### config.mk
export PLATFORM = sky130hd
export DESIGN_NAME = pc_sequencer
export DESIGN_NICKNAME = d
export VERILOG_FILES = /design/src/rtl/pc_seq_pkg.sv /design/src/rtl/pc_target_calc.sv /design/src/rtl/pc_sequencer.sv
export SDC_FILE = /design/constraint.sdc
export NUM_CORES = 1
export LEC_CHECK = 0
export CAP_MARGIN = 20
export CORE_MARGIN = 8
export CORE_UTILIZATION = 55
export CTS_BUF_LIST = sky130_fd_sc_hd__clkbuf_16
export CTS_CLUSTER_SIZE = 30
export DETAILED_ROUTE_END_ITERATION = 12
export DONT_BUFFER_PORTS = 1
export PLACE_DENSITY = 0.75
export SETUP_SLACK_MARGIN = 0.3
export SLEW_MARGIN = 20
export SYNTH_ARGS = -nofsm -noshare
export SYNTH_HDL_FRONTEND = slang
export SYNTH_SLANG_ARGS = --single-unit
### constraint.sdc
create_clock -name clk -period 3.9 [get_ports clk]
set_input_delay 0.78 -clock clk [delete_from_list [all_inputs] [get_ports clk]]
set_output_delay 0.78 -clock clk [all_outputs]
set_load 0.02 [all_outputs]
### src/rtl/pc_seq_pkg.sv
// Shared types and constants for the program-counter sequencer.
package pc_seq_pkg;
   typedef enum logic [1:0] {BOOT, RUN, HALT, FAULT} pc_state_t;
   localparam int INSN_BYTES = 4;
   localparam int JUMP_IDX_W = 26;
   localparam int BR_IMM_W   = 16;
endpackage

### src/rtl/pc_target_calc.sv
// Combinational next-address arithmetic: sequential, branch and jump targets from the current pc.
module pc_target_calc
   import pc_seq_pkg::*;
#(
   parameter int ADDR_W = 32
) (
   input  logic [ADDR_W-1:0]     pc,
   input  logic [BR_IMM_W-1:0]   br_imm,
   input  logic [JUMP_IDX_W-1:0] jump_idx,
   output logic [ADDR_W-1:0]     pc_plus4,
   output logic [ADDR_W-1:0]     br_tgt,
   output logic [ADDR_W-1:0]     jmp_tgt
);
   logic [ADDR_W-1:0] br_off;

   assign pc_plus4 = pc + ADDR_W'(INSN_BYTES);
   // word offset sign-extended and scaled to bytes
   assign br_off   = {{(ADDR_W-BR_IMM_W-2){br_imm[BR_IMM_W-1]}}, br_imm, 2'b00};
   assign br_tgt   = pc_plus4 + br_off;
   assign jmp_tgt  = {pc_plus4[ADDR_W-1:JUMP_IDX_W+2], jump_idx, 2'b00};
endmodule

### src/rtl/pc_sequencer.sv
// PC register and fetch-address FSM. Optional redirect alignment check enabled by defining PC_ALIGN_CHECK_EN.
module pc_sequencer
   import pc_seq_pkg::*;
#(
   parameter int ENTRY_PC = 128,
   parameter int ADDR_W   = 32
) (
   input  logic                  clk,
   input  logic                  rst,
   input  logic                  stall,
   input  logic                  halt,
   input  logic                  br_taken,
   input  logic [BR_IMM_W-1:0]   br_imm,
   input  logic                  jump,
   input  logic [JUMP_IDX_W-1:0] jump_idx,
   output logic [ADDR_W-1:0]     pc,
   output logic [ADDR_W-1:0]     pc_plus4,
   output logic                  valid,
   output logic                  fault
);
   pc_state_t         state_reg, state_next;
   logic [ADDR_W-1:0] pc_reg, pc_next;
   logic              pend_vld_reg, pend_vld_next;
   logic [ADDR_W-1:0] pend_tgt_reg, pend_tgt_next;
   logic [ADDR_W-1:0] br_tgt, jmp_tgt, redir_tgt, apply_tgt;
   logic              redir_req, apply, misalign;

   pc_target_calc #(.ADDR_W(ADDR_W)) u_calc (
      .pc       (pc_reg),
      .br_imm   (br_imm),
      .jump_idx (jump_idx),
      .pc_plus4 (pc_plus4),
      .br_tgt   (br_tgt),
      .jmp_tgt  (jmp_tgt)
   );

   assign redir_req = jump | br_taken;
   assign redir_tgt = jump ? jmp_tgt : br_tgt;
   // a held redirect takes precedence over anything presented in the same cycle
   assign apply     = (state_reg == RUN) && !halt && !stall && (pend_vld_reg || redir_req);
   assign apply_tgt = pend_vld_reg ? pend_tgt_reg : redir_tgt;

`ifdef PC_ALIGN_CHECK_EN
   assign misalign = apply && (apply_tgt[1:0] != 2'b00);
`else
   assign misalign = 1'b0;
`endif

   always_ff @(posedge clk or posedge rst) begin
      if (rst) state_reg <= BOOT;
      else     state_reg <= state_next;
   end

   always_comb begin
      state_next = state_reg;
      case (state_reg)
         BOOT:    state_next = RUN;
         RUN:     if (halt) state_next = HALT;
                  else if (misalign) state_next = FAULT;
         default: state_next = state_reg;
      endcase
   end

   always_comb begin
      valid = (state_reg == RUN);
      fault = (state_reg == FAULT);
   end

   always_comb begin
      pc_next       = pc_reg;
      pend_vld_next = 1'b0;
      pend_tgt_next = pend_tgt_reg;
      if (state_reg == RUN && !halt) begin
         if (stall) begin
            pend_vld_next = pend_vld_reg | redir_req;
            if (!pend_vld_reg && redir_req) pend_tgt_next = redir_tgt;
         end else if (apply) begin
            if (!misalign) pc_next = apply_tgt;
         end else begin
            pc_next = pc_plus4;
         end
      end
   end

   always_ff @(posedge clk or posedge rst) begin
      if (rst) begin
         pc_reg       <= ADDR_W'(ENTRY_PC);
         pend_vld_reg <= 1'b0;
         pend_tgt_reg <= '0;
      end else begin
         pc_reg       <= pc_next;
         pend_vld_reg <= pend_vld_next;
         pend_tgt_reg <= pend_tgt_next;
      end
   end

   assign pc = pc_reg;
endmodule

After elaboration in Yosys (flattened, before gate mapping)

Index checks and enable logic that the tools add are counted.

$add $sub $neg: 2
Bitwise gates (word level): 3
Multipliers: 0
Equality and inequality tests: 3
Magnitude comparators: 0
Multiplexer cells: 7
Div/mod/pow operators: 0
Shift-type cells: 0
Reduce and logical (&&, ||, !) cells: 13

Operator list:

| cell                                                | count |
|---|---|
| two-way mux 32 bit                                  | 3 |
| adder 32 x 3 -> 32 bit, second input constant       | 1 |
| adder 32 bit                                        | 1 |
| logical AND 1 bit                                   | 4 |
| case mux 2 bit (2 select lines)                     | 1 |
| AND reduction 2 bit                                 | 2 |
| zero test 1 bit                                     | 3 |
| AND reduction 3 bit                                 | 1 |
| equality test 2 x 1 -> 1 bit, second input constant | 1 |
| equality test 2 bit, second input constant          | 1 |
| zero test 2 bit                                     | 1 |
| two-way mux 1 bit                                   | 2 |
| two-way mux 2 bit                                   | 1 |
| != test 2 bit, second input constant                | 1 |
| bitwise OR 1 bit                                    | 2 |
| nonzero test 2 bit                                  | 1 |
| logical OR 1 bit                                    | 1 |
| NOT 1 bit                                           | 1 |

Output and inout port bits: 66
Bits in writable memories: 0
Bits of input ports: 48
Bits in read-only memories: 0
Bits in registers: 67
Bits in latches: 0
Memories kept: 0
Word-level logic and storage cells: 32

Longest topological paths before layout

Gate-level depths: netlist of run 1.

Depth in word-level cells: 5
Gate-level depth with buffers: 17
Mapped depth without buffers: 16

Hierarchy

A second synthesis of run 1 with hierarchy kept.

Cell total of the unflattened synthesis: 740
Area, all modules: 6,291.0 µm²

By module, submodules not included:

| module         | seq. area each (µm²) | instances | cells each | area each (µm²) |
|---|---|---|---|---|
| pc_sequencer   | 1,677.9              | 1         | 402        | 3,906.2 |
| pc_target_calc | 0.0                  | 1         | 338        | 2,384.8 |

Worst setup path before layout of run 1

OpenSTA, ideal clock, no wires.

Kind: reg-to-reg
Start: reg pc_reg[2] (netlist: pc[2])
End: reg pend_tgt_reg[31]
Data arrival time: 4.075 ns
Setup time: 0.092 ns
Data required time: 3.808 ns
Period minus slack after synthesis: 4.168 ns
Path buffers: 1
Slack: -0.268 ns
Stages on the path, launching flop included: 18
Cell sequence: dfrtp_1 > ha_1 > nand3_1 > or3_1 > nor2_2 > and3_1 > xor2_1 > ha_1 > clkbuf_1 > a21o_1 > a21o_1 > a21oi_1 > and2_1 > nand3_2 > nand2_1 > o311ai_2 > and3_1 > o31ai_2

Cells in the longest elaborated chain, start to end: 3

Ends and longest elaborated chain:

| what                     | line                 | source |
|---|---|---|
| start: declaration       | pc_sequencer.sv:22   | `logic [ADDR_W-1:0] pc_reg, pc_next;` |
| start signal: assignment | pc_sequencer.sv:87   | `pc_reg <= ADDR_W'(ENTRY_PC);` |
| start signal: assignment | pc_sequencer.sv:91   | `pc_reg <= pc_next;` |
| adder 32 x 3 -> 32 bit   | pc_target_calc.sv:16 | `assign pc_plus4 = pc + ADDR_W'(INSN_BYTES);` |
| named net pc_plus4[20]   | pc_sequencer.sv:17   | `output logic [ADDR_W-1:0] pc_plus4,` |
| adder 32 bit             | pc_target_calc.sv:19 | `assign br_tgt = pc_plus4 + br_off;` |
| two-way mux 32 bit       | pc_sequencer.sv:38   | `assign redir_tgt = jump ? jmp_tgt : br_tgt;` |
| end signal: assignment   | pc_sequencer.sv:93   | `pend_tgt_reg <= pend_tgt_next;` |
| end: declaration         | pc_sequencer.sv:24   | `logic [ADDR_W-1:0] pend_tgt_reg, pend_tgt_next;` |

The timed path passes the listed nets, and every way through them passes these cells.
A chain may end at the register's enable or synchronous reset.

Worst setup path after layout of run 1

Start: reg pc_reg[3] (netlist: pc[3])
End: reg pend_tgt_reg[31]

Cells in the longest elaborated chain, start to end: 3

Ends and longest elaborated chain:

| what                       | line |
|---|---|
| adder 32 x 3 -> 32 bit (*) | pc_target_calc.sv:16 |
| adder 32 bit               | pc_target_calc.sv:19 |
| two-way mux 32 bit (*)     | pc_sequencer.sv:38 |

Mark *: on every way between the ends. The rest lies on a longest branch, timed or not.

==> results of run 1 <==
## power groups by stage
stage	registers [mW]	clock network (mW)	logic (mW)
after global placement	0.912	0	1.25
after CTS	0.906	0.850	1.35
after detailed placement	0.917	0	1.28
final	0.916	0.857	1.63
after global routing	0.925	0.874	1.74
after floorplan	0.960	0	0.858
## synthesized netlist by cell type (all sizes together), types with 3 or more instances
cell / count
o21ai: 61
xor2: 25
nand2b: 5
o21a: 10
a21oi: 57
and2: 6
o31ai: 5
nor2: 66
o221ai: 5
dfrtp: 66
and3: 13
nor2b: 4
xnor2: 26
or3: 7
a31oi: 15
mux2i: 11
o21bai: 5
nor3: 8
ha: 36
a22oi: 3
o22ai: 6
buf: 6
nand2: 109
clkbuf: 32
o211ai: 12
a21o: 21
nand4: 11
nor4: 4
inv: 13
nand3: 25
nand3b: 3
and4: 3
a211oi: 11
## final cells by class
| type | count | area (µm²) |
|---|---|---|
| multi-input cells | 606 | 4640 |
| fillers | 702 | 2440 |
| flip-flops and latches | 67 | 1680 |
| repair buffers | 117 | 893 |
| clock buffers | 9 | 225 |
| well taps | 136 | 170 |
| clock inverters | 7 | 76.3 |
| inverters | 15 | 56.3 |
## layer usage
metal	up-vias	routed length (µm)	global-route usage
met5	-	0	0
met4	0	772	0.122
met3	86	2470	0.0705
met2	455	10700	0.464
met1	3170	8610	0.369
li1	2812	-	-
## what timing repair did
action,CTS,global route
resized for setup,25,87
pin swaps,16,63
buffers inserted,12,35
endpoints found under the setup margin,14,25
## through the flow
step	instances	power, mW	TNS (ps)	util	area, µm²
floorplan	726	1.82	0	-	5930
global placement	894	2.16	0	0.636	6470
detailed placement	894	2.20	0	0.636	6470
CTS	922	3.10	0	0.686	6990
global route	957	3.54	-280	0.761	7750
finish	957	3.40	0	0.761	7750
## worst max-delay path, delay by kind of cell (launching register included)
kind	cells	cell delay, ps
and+or+nand+nor	9	1920
AOI/OAI and AO/OA	3	590
adders and majority gates	2	430
DFF	1	420
buffers and inverters	2	290
xor gates and xnor gates	1	80
## worst max path at each step
stage,depth (start not counted),endpoint,slack [ps],startpoint
5_1_grt,16,pend_tgt_reg[31]$_DFFE_PP0P_,-130,pc[14]$_DFFE_PP0P_
6_report,17,pend_tgt_reg[31]$_DFFE_PP0P_,4,pc[3]$_DFFE_PP0P_
2_1_floorplan,16,pend_tgt_reg[31]$_DFFE_PP0P_,220,pc[7]$_DFFE_PP1P_
4_1_cts,16,pc[30]$_DFFE_PP0P_,280,pc[4]$_DFFE_PP0P_
3_5_place_dp,15,pend_tgt_reg[28]$_DFFE_PP0P_,100,pc[2]$_DFFE_PP0P_
3_3_place_gp,15,pend_tgt_reg[28]$_DFFE_PP0P_,180,pc[2]$_DFFE_PP0P_
## cells by family after synthesis
kind of cell	Yosys count	synth area share
xor+xnor	51	0.0783
buf+inv	53	0.0368
simple gates	269	0.217
mux	13	0.0232
fa+ha+maj	37	0.0825
compound gates	236	0.268
flops	67	0.294
==> key figures, run 1 <==
Synth
  • Yosys reg bits: 67
  • Post-Syn Area per Cell: 7.86 µm²
  • Top cell type's share of synthesized area: 0.289
  • Syn nets: 811
  • Mapped cell area: 0.00571 mm²
  • Cell taking the most area after synthesis: dfrtp_1
  • Cell count after synthesis: 726
  • Ys flop type: dfrtp_1
  • Post-synth ARST share: 1.00
  • Yosys cell types: 70
  • Seq/Total Area, Yosys: 0.294
  • Yosys warns: 0
  • Number of flops mapped to enable cells by yosys: 0
  • Area contributors post-synth: dfrtp_1 (29%), ha_1 (7.9%), nand2_1 (7.2%)

Power and ir drop
  • Cell Pwr Density: 440 mW/mm²
  • Sw Ratio: 0.413
  • Seq pwr share: 0.269
  • Worst VDD drop: 0.284 mV
  • Leakage power: 3.46 nW
  • Pint: 2.00 mW
  • Clk pwr share: 0.252
  • Comb pwr share: 0.479
  • Psw: 1.41 mW

Detailed routing
  • Pre-antenna DRT Iters: 6
  • DR DRC count: 0
  • Iter 0 DRT Violations: 904
  • Post-route ant nets: 0
  • WL/cell: 23.5 µm
  • DR vias: 6523
  • Vias per cell: 6.82
  • Total wire length: 22500 µm

Job
  • Max Cap Viol: 0

Outcome
  • Status: finished clean

Placement
  • Placer Congestion: 0.934
  • PortBufs: 0
  • Pre-CTS setup slack: 98.7 ps
  • DP HPWL: 14500 µm

Floorplanning
  • DIE HEIGHT: 118 µm
  • CORE AREA: 0.0102 mm²
  • Initial Utilization: 0.560
  • Die ar.: 0.0139 mm²
  • Chip width: 118 µm
  • Core Rows: 37
  • Top Ports: 114

Timing
  • Max Fclk: 0.257 GHz
  • Final Hold Vio Count: 0
  • Final WS setup: 3.86 ps
  • Setup Skew: 4.57 ps
  • Worst slew margin: 0.367
  • Slew @ Worst Pin: 949 ps
  • Period utilisation layout: 0.999
  • RSZ-0062 raised after global routing: true
  • Max-slew violation count: 0
  • Endpoints failing setup: 0
  • Tmin final: 3900 ps
  • WHS: 488 ps

GRT
  • Total GRT Usage: 0.291
  • Initial antenna violation count: 0
  • Pin count of the biggest net entering global routing: 58
  • First-pass GRT wire length: 32700 µm
  • Number of global-route vias before repair: 6113
  • GRT overflow: 0

Finish
  • Layout overhead on the synthesized area: 35.8%
  • Commonest non-fill, non-tap cell in the layout: buf_4
  • Nets: 901
  • Layout cells sized above 1: 0.311
  • Commonest non-fill, non-tap cells in the layout: buf_4 (113), nand2_1 (102), dfrtp_1 (63), nor2_1 (58), o21ai_0 (46)
  • Antenna diode count: 0

CTS
  • Worst-path clk slew: 60 ps
  • CTS Buffer Depth: 2
  • Clock Tree Root: clkbuf_16
  • CTS tree: built
  • H-Tree Depth: 3
  • Clk sinks: 67
  • Clk_lat worst skew: 340 ps
  • Num CTS Buffers: 9
  • Hold bufs inserted after CTS: 0

Critical path
  • Type of origin of the critical path: flop
  • Worst R2R Path Depth: 17
  • Worst EP required: 4100 ps
  • Slowest CP cell: or3_4
  • R2r setup slk: 4 ps
  • Critical path arrival: 4090 ps
  • Worst Setup Path Type: reg2reg
  • Slowest stage delay, CP: 440 ps
  • Reg2reg end: pend_tgt_reg[31]$_DFFE_PP0P_
  • Crit end category: flop
  • Max FO, Critical Path: 7
  • R2R Path Start: pc[3]$_DFFE_PP0P_
  • Crit-path cells: ha_4, nand3_4, or3_4, nor2_4, buf_6, and3_4, xor2_4, ha_4, buf_4, nand2_1, nor4_1, o21ai_2, nand3_4, nand2_4, o311ai_4, and3_1, o31ai_2

Min path
  • HP Class: reg2reg
  • Hold Startpoint: pend_tgt_reg[10]$_DFFE_PP0P_
  • Min-Delay Endpoint: pend_tgt_reg[10]$_DFFE_PP0P_
  • Hold Path Stages: 2
(Power assumes the default switching activity.)
==> inputs of run 2 (changes only) <==
- CELL_PAD_IN_SITES_DETAIL_PLACEMENT: not set -> 1
- CELL_PAD_IN_SITES_GLOBAL_PLACEMENT: not set -> 2
- CORE_UTILIZATION: 55 -> 34
- PLACE_DENSITY: 0.75 -> 0.8
- SKIP_CTS_REPAIR_TIMING: not set -> 1
- clock period: 3.9 -> 3.1 ns (I/O delays scaled with it)
==> run 2 against run 1 <==
Net effect: cell area up 19%; combinational power up 66%; via count up 5.0%; clock-buffer cell count unchanged; non-clock buffer count up 117; the flow now finishes with violations (setup timing); critical path type unchanged; first-iteration DRC count down 62%; wire length up 27%; critical path depth down 2; hold slack worse by 240 ps; sequential share of layout area down 3.4 points.
==> key figures, run 2 (same netlist as run 1, synthesis figures left out) <==
Min path
  • HP Class: in2async

Detailed routing
  • Vias per cell: 5.91
  • DR DRC count: 0
  • Pre-antenna DRT Iters: 5
  • Iter 0 DRT Violations: 347
  • Total wire length: 28500 µm
  • DR vias: 6848
  • WL/cell: 24.6 µm
  • Post-route ant nets: 0

Outcome
  • Failing checks: setup timing
  • Status: complete, but fails checks

GRT
  • Number of global-route vias before repair: 7269
  • GRT overflow: 0
  • Pin count of the biggest net entering global routing: 58
  • Total GRT Usage: 0.243
  • First-pass GRT wire length: 40600 µm
  • Initial antenna violation count: 1

Power and ir drop
  • Sw Ratio: 0.403
  • Psw: 2.00 mW
  • Seq pwr share: 0.224
  • Leakage power: 4.17 nW
  • Pint: 2.96 mW
  • Tot Pwr: 4.96 mW
  • Clk pwr share: 0.230
  • Worst VDD drop: 0.294 mV
  • Comb pwr share: 0.546
  • Cell Pwr Density: 536 mW/mm²

Finish
  • Final Util: 0.560
  • Non-Filler Instances: 1159
  • Commonest non-fill, non-tap cells in the layout: buf_4 (208), nand2_1 (100), nor2_1 (56), dfrtp_1 (55), a21oi_1 (40)
  • Nets: 1018
  • Layout overhead on the synthesized area: 62.2%
  • Post-route cell area: 0.00926 mm²
  • Layout cells sized above 1: 0.438
  • Commonest non-fill, non-tap cell in the layout: buf_4

Floorplanning
  • DIE HEIGHT: 146 µm
  • Top Ports: 114
  • Chip width: 146 µm
  • Initial Utilization: 0.345
  • Die ar.: 0.0212 mm²
  • CORE AREA: 0.0165 mm²
  • Core Rows: 47

Timing
  • Period utilisation layout: 1.22
  • Tmin final: 3770 ps
  • RSZ-0062 raised after global routing: true
  • Setup_tns: -17790 ps
  • Setup Skew: 12.2 ps
  • Final WS setup: -667 ps
  • Max Fclk: 0.265 GHz
  • Max-slew violation count: 0
  • Final Hold Vio Count: 0
  • Worst slew margin: 0.400
  • Slew @ Worst Pin: 897 ps
  • Endpoints failing setup: 50

CTS
  • CTS tree: built
  • H-Tree Depth: 3
  • Clk sinks: 67
  • Num CTS Buffers: 9
  • CTS Buffer Depth: 2
  • Clk_lat worst skew: 350 ps
  • Worst-path clk slew: 60 ps
  • Clock Tree Root: clkbuf_16

Placement
  • Placer Congestion: 0.920
  • DP Area: 0.00791 mm²
  • Inst Count DP: 1112
  • DP HPWL: 19800 µm
  • PortBufs: 0

Critical path
  • Crit end category: flop
  • R2R Path Start: pc[3]$_DFFE_PP0P_
  • Type of origin of the critical path: flop
  • Worst Setup Path Type: reg2reg
  • Max FO, Critical Path: 5
  • Worst EP required: 3330 ps
  • Crit path from: pc[3]$_DFFE_PP0P_
  • Critical path arrival: 4000 ps

Job
  • Max Cap Viol: 0
==> run 2: final timing paths <==
path / endpoint / slack, ps / cells past startpoint
max: pend_tgt_reg[28]$_DFFE_PP0P_ / -670 / 15
min: pend_tgt_reg[3]$_DFFE_PP0P_ / 250 / 1
max reg2reg: pend_tgt_reg[28]$_DFFE_PP0P_ / -670 / 15
min reg2reg: pend_tgt_reg[8]$_DFFE_PP0P_ / 470 / 2
max in group asynchronous: pc[18]$_DFFE_PP0P_ / 1910 / 3
min in group clk: state_reg[0]$_DFFE_PP0P_ / 370 / 1
==> run 2: cell type report <==
class / instances / area, µm²
multi-input combinational: 606 / 5060
fill: 1870 / 7270
clock inverter: 7 / 83.8
antenna: 1 / 2.50
tap: 220 / 275
clock buffer: 9 / 225
inverter: 15 / 56.3
sequential: 67 / 1690
timing repair buffer: 234 / 1860
==> run 2: metal layers <==
layer	track usage	share of wire	vias up
met2	0.418	0.51	241
met4	0.130	0.041	0
met3	0.0519	0.056	67
met1	0.277	0.39	3488
li1	-	-	3052
met5	0	0	-
==> run 2: worst max-delay path, cell delays in order, from the launching register on <==
cell and delay, ps:
dfrtp_2 410, ha_4 160, nand3_4 110, or3_4 380, nor2_4 220, nand4_1 230
buf_4 220, nor2_4 110, xor2_2 230, ha_4 260, a21o_1 160, a21o_1 210
o41ai_4 340, xor2_1 230, o21ai_1 100, mux2_2 270
==> run 2: metrics by stage <==
stage | hold WS (ps) | setup slack, ps
after floorplan | 439 | -516
after global placement | 450 | -535
after detailed placement | 458 | -636
after CTS | 258 | -668
after global routing | 284 | -770
final | 247 | -667
==> run 2: power by group through the flow <==
stage / combinational [mW] / clock [mW] / sequential [mW]
6_report: 2.71 / 1.14 / 1.11
4_1_cts: 2.22 / 1.14 / 1.11
2_1_floorplan: 1.17 / 0 / 1.23
3_5_place_dp: 2.20 / 0 / 1.12
5_1_grt: 2.88 / 1.18 / 1.13
3_3_place_gp: 2.11 / 0 / 1.11
==> inputs of run 3 (changes only) <==
- MAX_ROUTING_LAYER: not set -> met4
==> run 3 against run 2 <==
Net effect: the run still ends with setup timing left; register-to-register slack got worse by 130 ps; die area unchanged; maximum frequency is 3.2% lower; power up 3.6%; worst setup slack got worse by 130 ps; critical endpoint unchanged; highest routed layer unchanged.
==> key figures, run 3 (same netlist as run 1, synthesis figures left out) <==
Outcome
  • Status: complete, but fails checks
  • Failing checks: setup timing

CTS
  • Worst-path clk slew: 70 ps
  • Clk sinks: 67
  • Num CTS Buffers: 9
  • H-Tree Depth: 3
  • Clock Tree Root: clkbuf_16
  • CTS tree: built
  • CTS Buffer Depth: 2
  • Clk_lat worst skew: 360 ps

Detailed routing
  • Pre-antenna DRT Iters: 4
  • Post-route ant nets: 0
  • Iter 0 DRT Violations: 350
  • DR vias: 6872
  • WL/cell: 25.3 µm
  • DR DRC count: 0
  • Vias per cell: 5.87
  • Total wire length: 29600 µm

Timing
  • Slew @ Worst Pin: 750 ps
  • Period utilisation layout: 1.26
  • Final WS setup: -793 ps
  • Tmin final: 3890 ps
  • Final Hold Vio Count: 0
  • Endpoints failing setup: 52
  • Max Fclk: 0.257 GHz
  • WHS: 270 ps
  • Worst slew margin: 0.499
  • Setup Skew: 13.8 ps
  • Max-slew violation count: 0
  • RSZ-0062 raised after global routing: true

Placement
  • DP Area: 0.00792 mm²
  • PortBufs: 0
  • DP HPWL: 19900 µm
  • Placer Congestion: 0.935

GRT
  • Number of global-route vias before repair: 7109
  • Total GRT Usage: 0.246
  • Initial antenna violation count: 1
  • GRT overflow: 0
  • First-pass GRT wire length: 40300 µm
  • Pin count of the biggest net entering global routing: 58

Critical path
  • Worst Setup Path Type: reg2reg
  • R2R Path Start: pc[2]$_DFFE_PP0P_
  • Crit-path cells: ha_4, nand3_4, or3_4, nor2_4, buf_6, nand4_1, buf_4, nor2_4, xor2_2, ha_4, a21o_1, a21o_1, o41ai_4, xor2_1, o21ai_1, mux2_2
  • Crit path from: pc[2]$_DFFE_PP0P_
  • Worst path top cell family by delay: simple AND/OR/NAND/NOR gates
  • Slowest CP cell: dfrtp_2
  • Crit end category: flop
  • Max FO, Critical Path: 4
  • Slowest stage delay, CP: 420 ps
  • Type of origin of the critical path: flop
  • CP bufs+invs: 2
  • Worst EP required: 3340 ps
  • Critical path arrival: 4130 ps

Power and ir drop
  • Pint: 3.06 mW
  • Comb pwr share: 0.561
  • Leakage power: 4.27 nW
  • Sw Ratio: 0.404
  • Clk pwr share: 0.222
  • Cell Pwr Density: 536 mW/mm²
  • Tot Pwr: 5.14 mW
  • Worst VDD drop: 0.336 mV
  • Psw: 2.08 mW
  • Seq pwr share: 0.217

Finish
  • Final Util: 0.580
  • Nets: 1029
  • Post-route cell area: 0.00958 mm²
  • Layout cells sized above 1: 0.473
  • Fillers: 1833
  • Commonest non-fill, non-tap cells in the layout: buf_4 (201), nand2_1 (97), dfrtp_1 (55), nor2_1 (52), buf_6 (41)
  • Layout overhead on the synthesized area: 67.9%
  • Commonest non-fill, non-tap cell in the layout: buf_4

Floorplanning
  • Chip width: 146 µm
  • DIE HEIGHT: 146 µm
  • CORE AREA: 0.0165 mm²
  • Initial Utilization: 0.345
  • Top Ports: 114
  • Die ar.: 0.0212 mm²
  • Core Rows: 47

Job
  • Max Cap Viol: 0

Min path
  • HP Class: in2async
## run 3: cell types whose count changed in the layout (fill, tap and decap cells not counted), sizes merged
cell    previous run  this run
buf              234       245
clkinv             5         4
inv               14        15
## run 3: per-stage QoR
step	setup slack, ps	TNS, ps	instances
final	-793	-18710	1170
after floorplan	-516	-7600	726
after global routing	-865	-24500	1170
after detailed placement	-686	-15240	1113
after CTS	-700	-16390	1129
after global placement	-548	-11660	1113
## run 3: final timing paths
path	slack [ps]	end	depth (start not counted)
max	-790	pend_tgt_reg[28]$_DFFE_PP0P_	16
min	270	pend_tgt_reg[3]$_DFFE_PP0P_	1
max reg2reg	-790	pend_tgt_reg[28]$_DFFE_PP0P_	16
min reg2reg	480	pend_tgt_reg[21]$_DFFE_PP0P_	2
max in group asynchronous	2140	pc[13]$_DFFE_PP0P_	2
min in group clk	350	state_reg[0]$_DFFE_PP0P_	1
## run 3: routing by layer
layer | vias up | wire [µm] | global-route usage
met5 | - | 0 | -
li1 | 3060 | - | -
met2 | 202 | 15400 | 0.421
met3 | 76 | 1530 | 0.0426
met4 | 0 | 1190 | 0.0999
met1 | 3534 | 11600 | 0.282
## run 3: power groups by stage
stage	combinational (mW)	clock, mW	sequential (mW)
floorplan	1.17	0	1.23
global placement	2.13	0	1.11
detailed placement	2.21	0	1.12
CTS	2.22	1.14	1.11
global route	3.04	1.19	1.13
finish	2.88	1.14	1.11
## run 3: final cells by class
type | count | area, µm² | area share
Multi-Input combinational cell | 606 | 5220 | 0.545
Timing Repair Buffer | 245 | 2030 | 0.211
Sequential cell | 67 | 1690 | 0.177
Tap cell | 220 | 275 | 0.0287
Clock buffer | 9 | 225 | 0.0235
Clock inverter | 7 | 85.1 | 0.00888
Inverter | 15 | 56.3 | 0.00588
Antenna cell | 1 | 2.50 | 0.000261
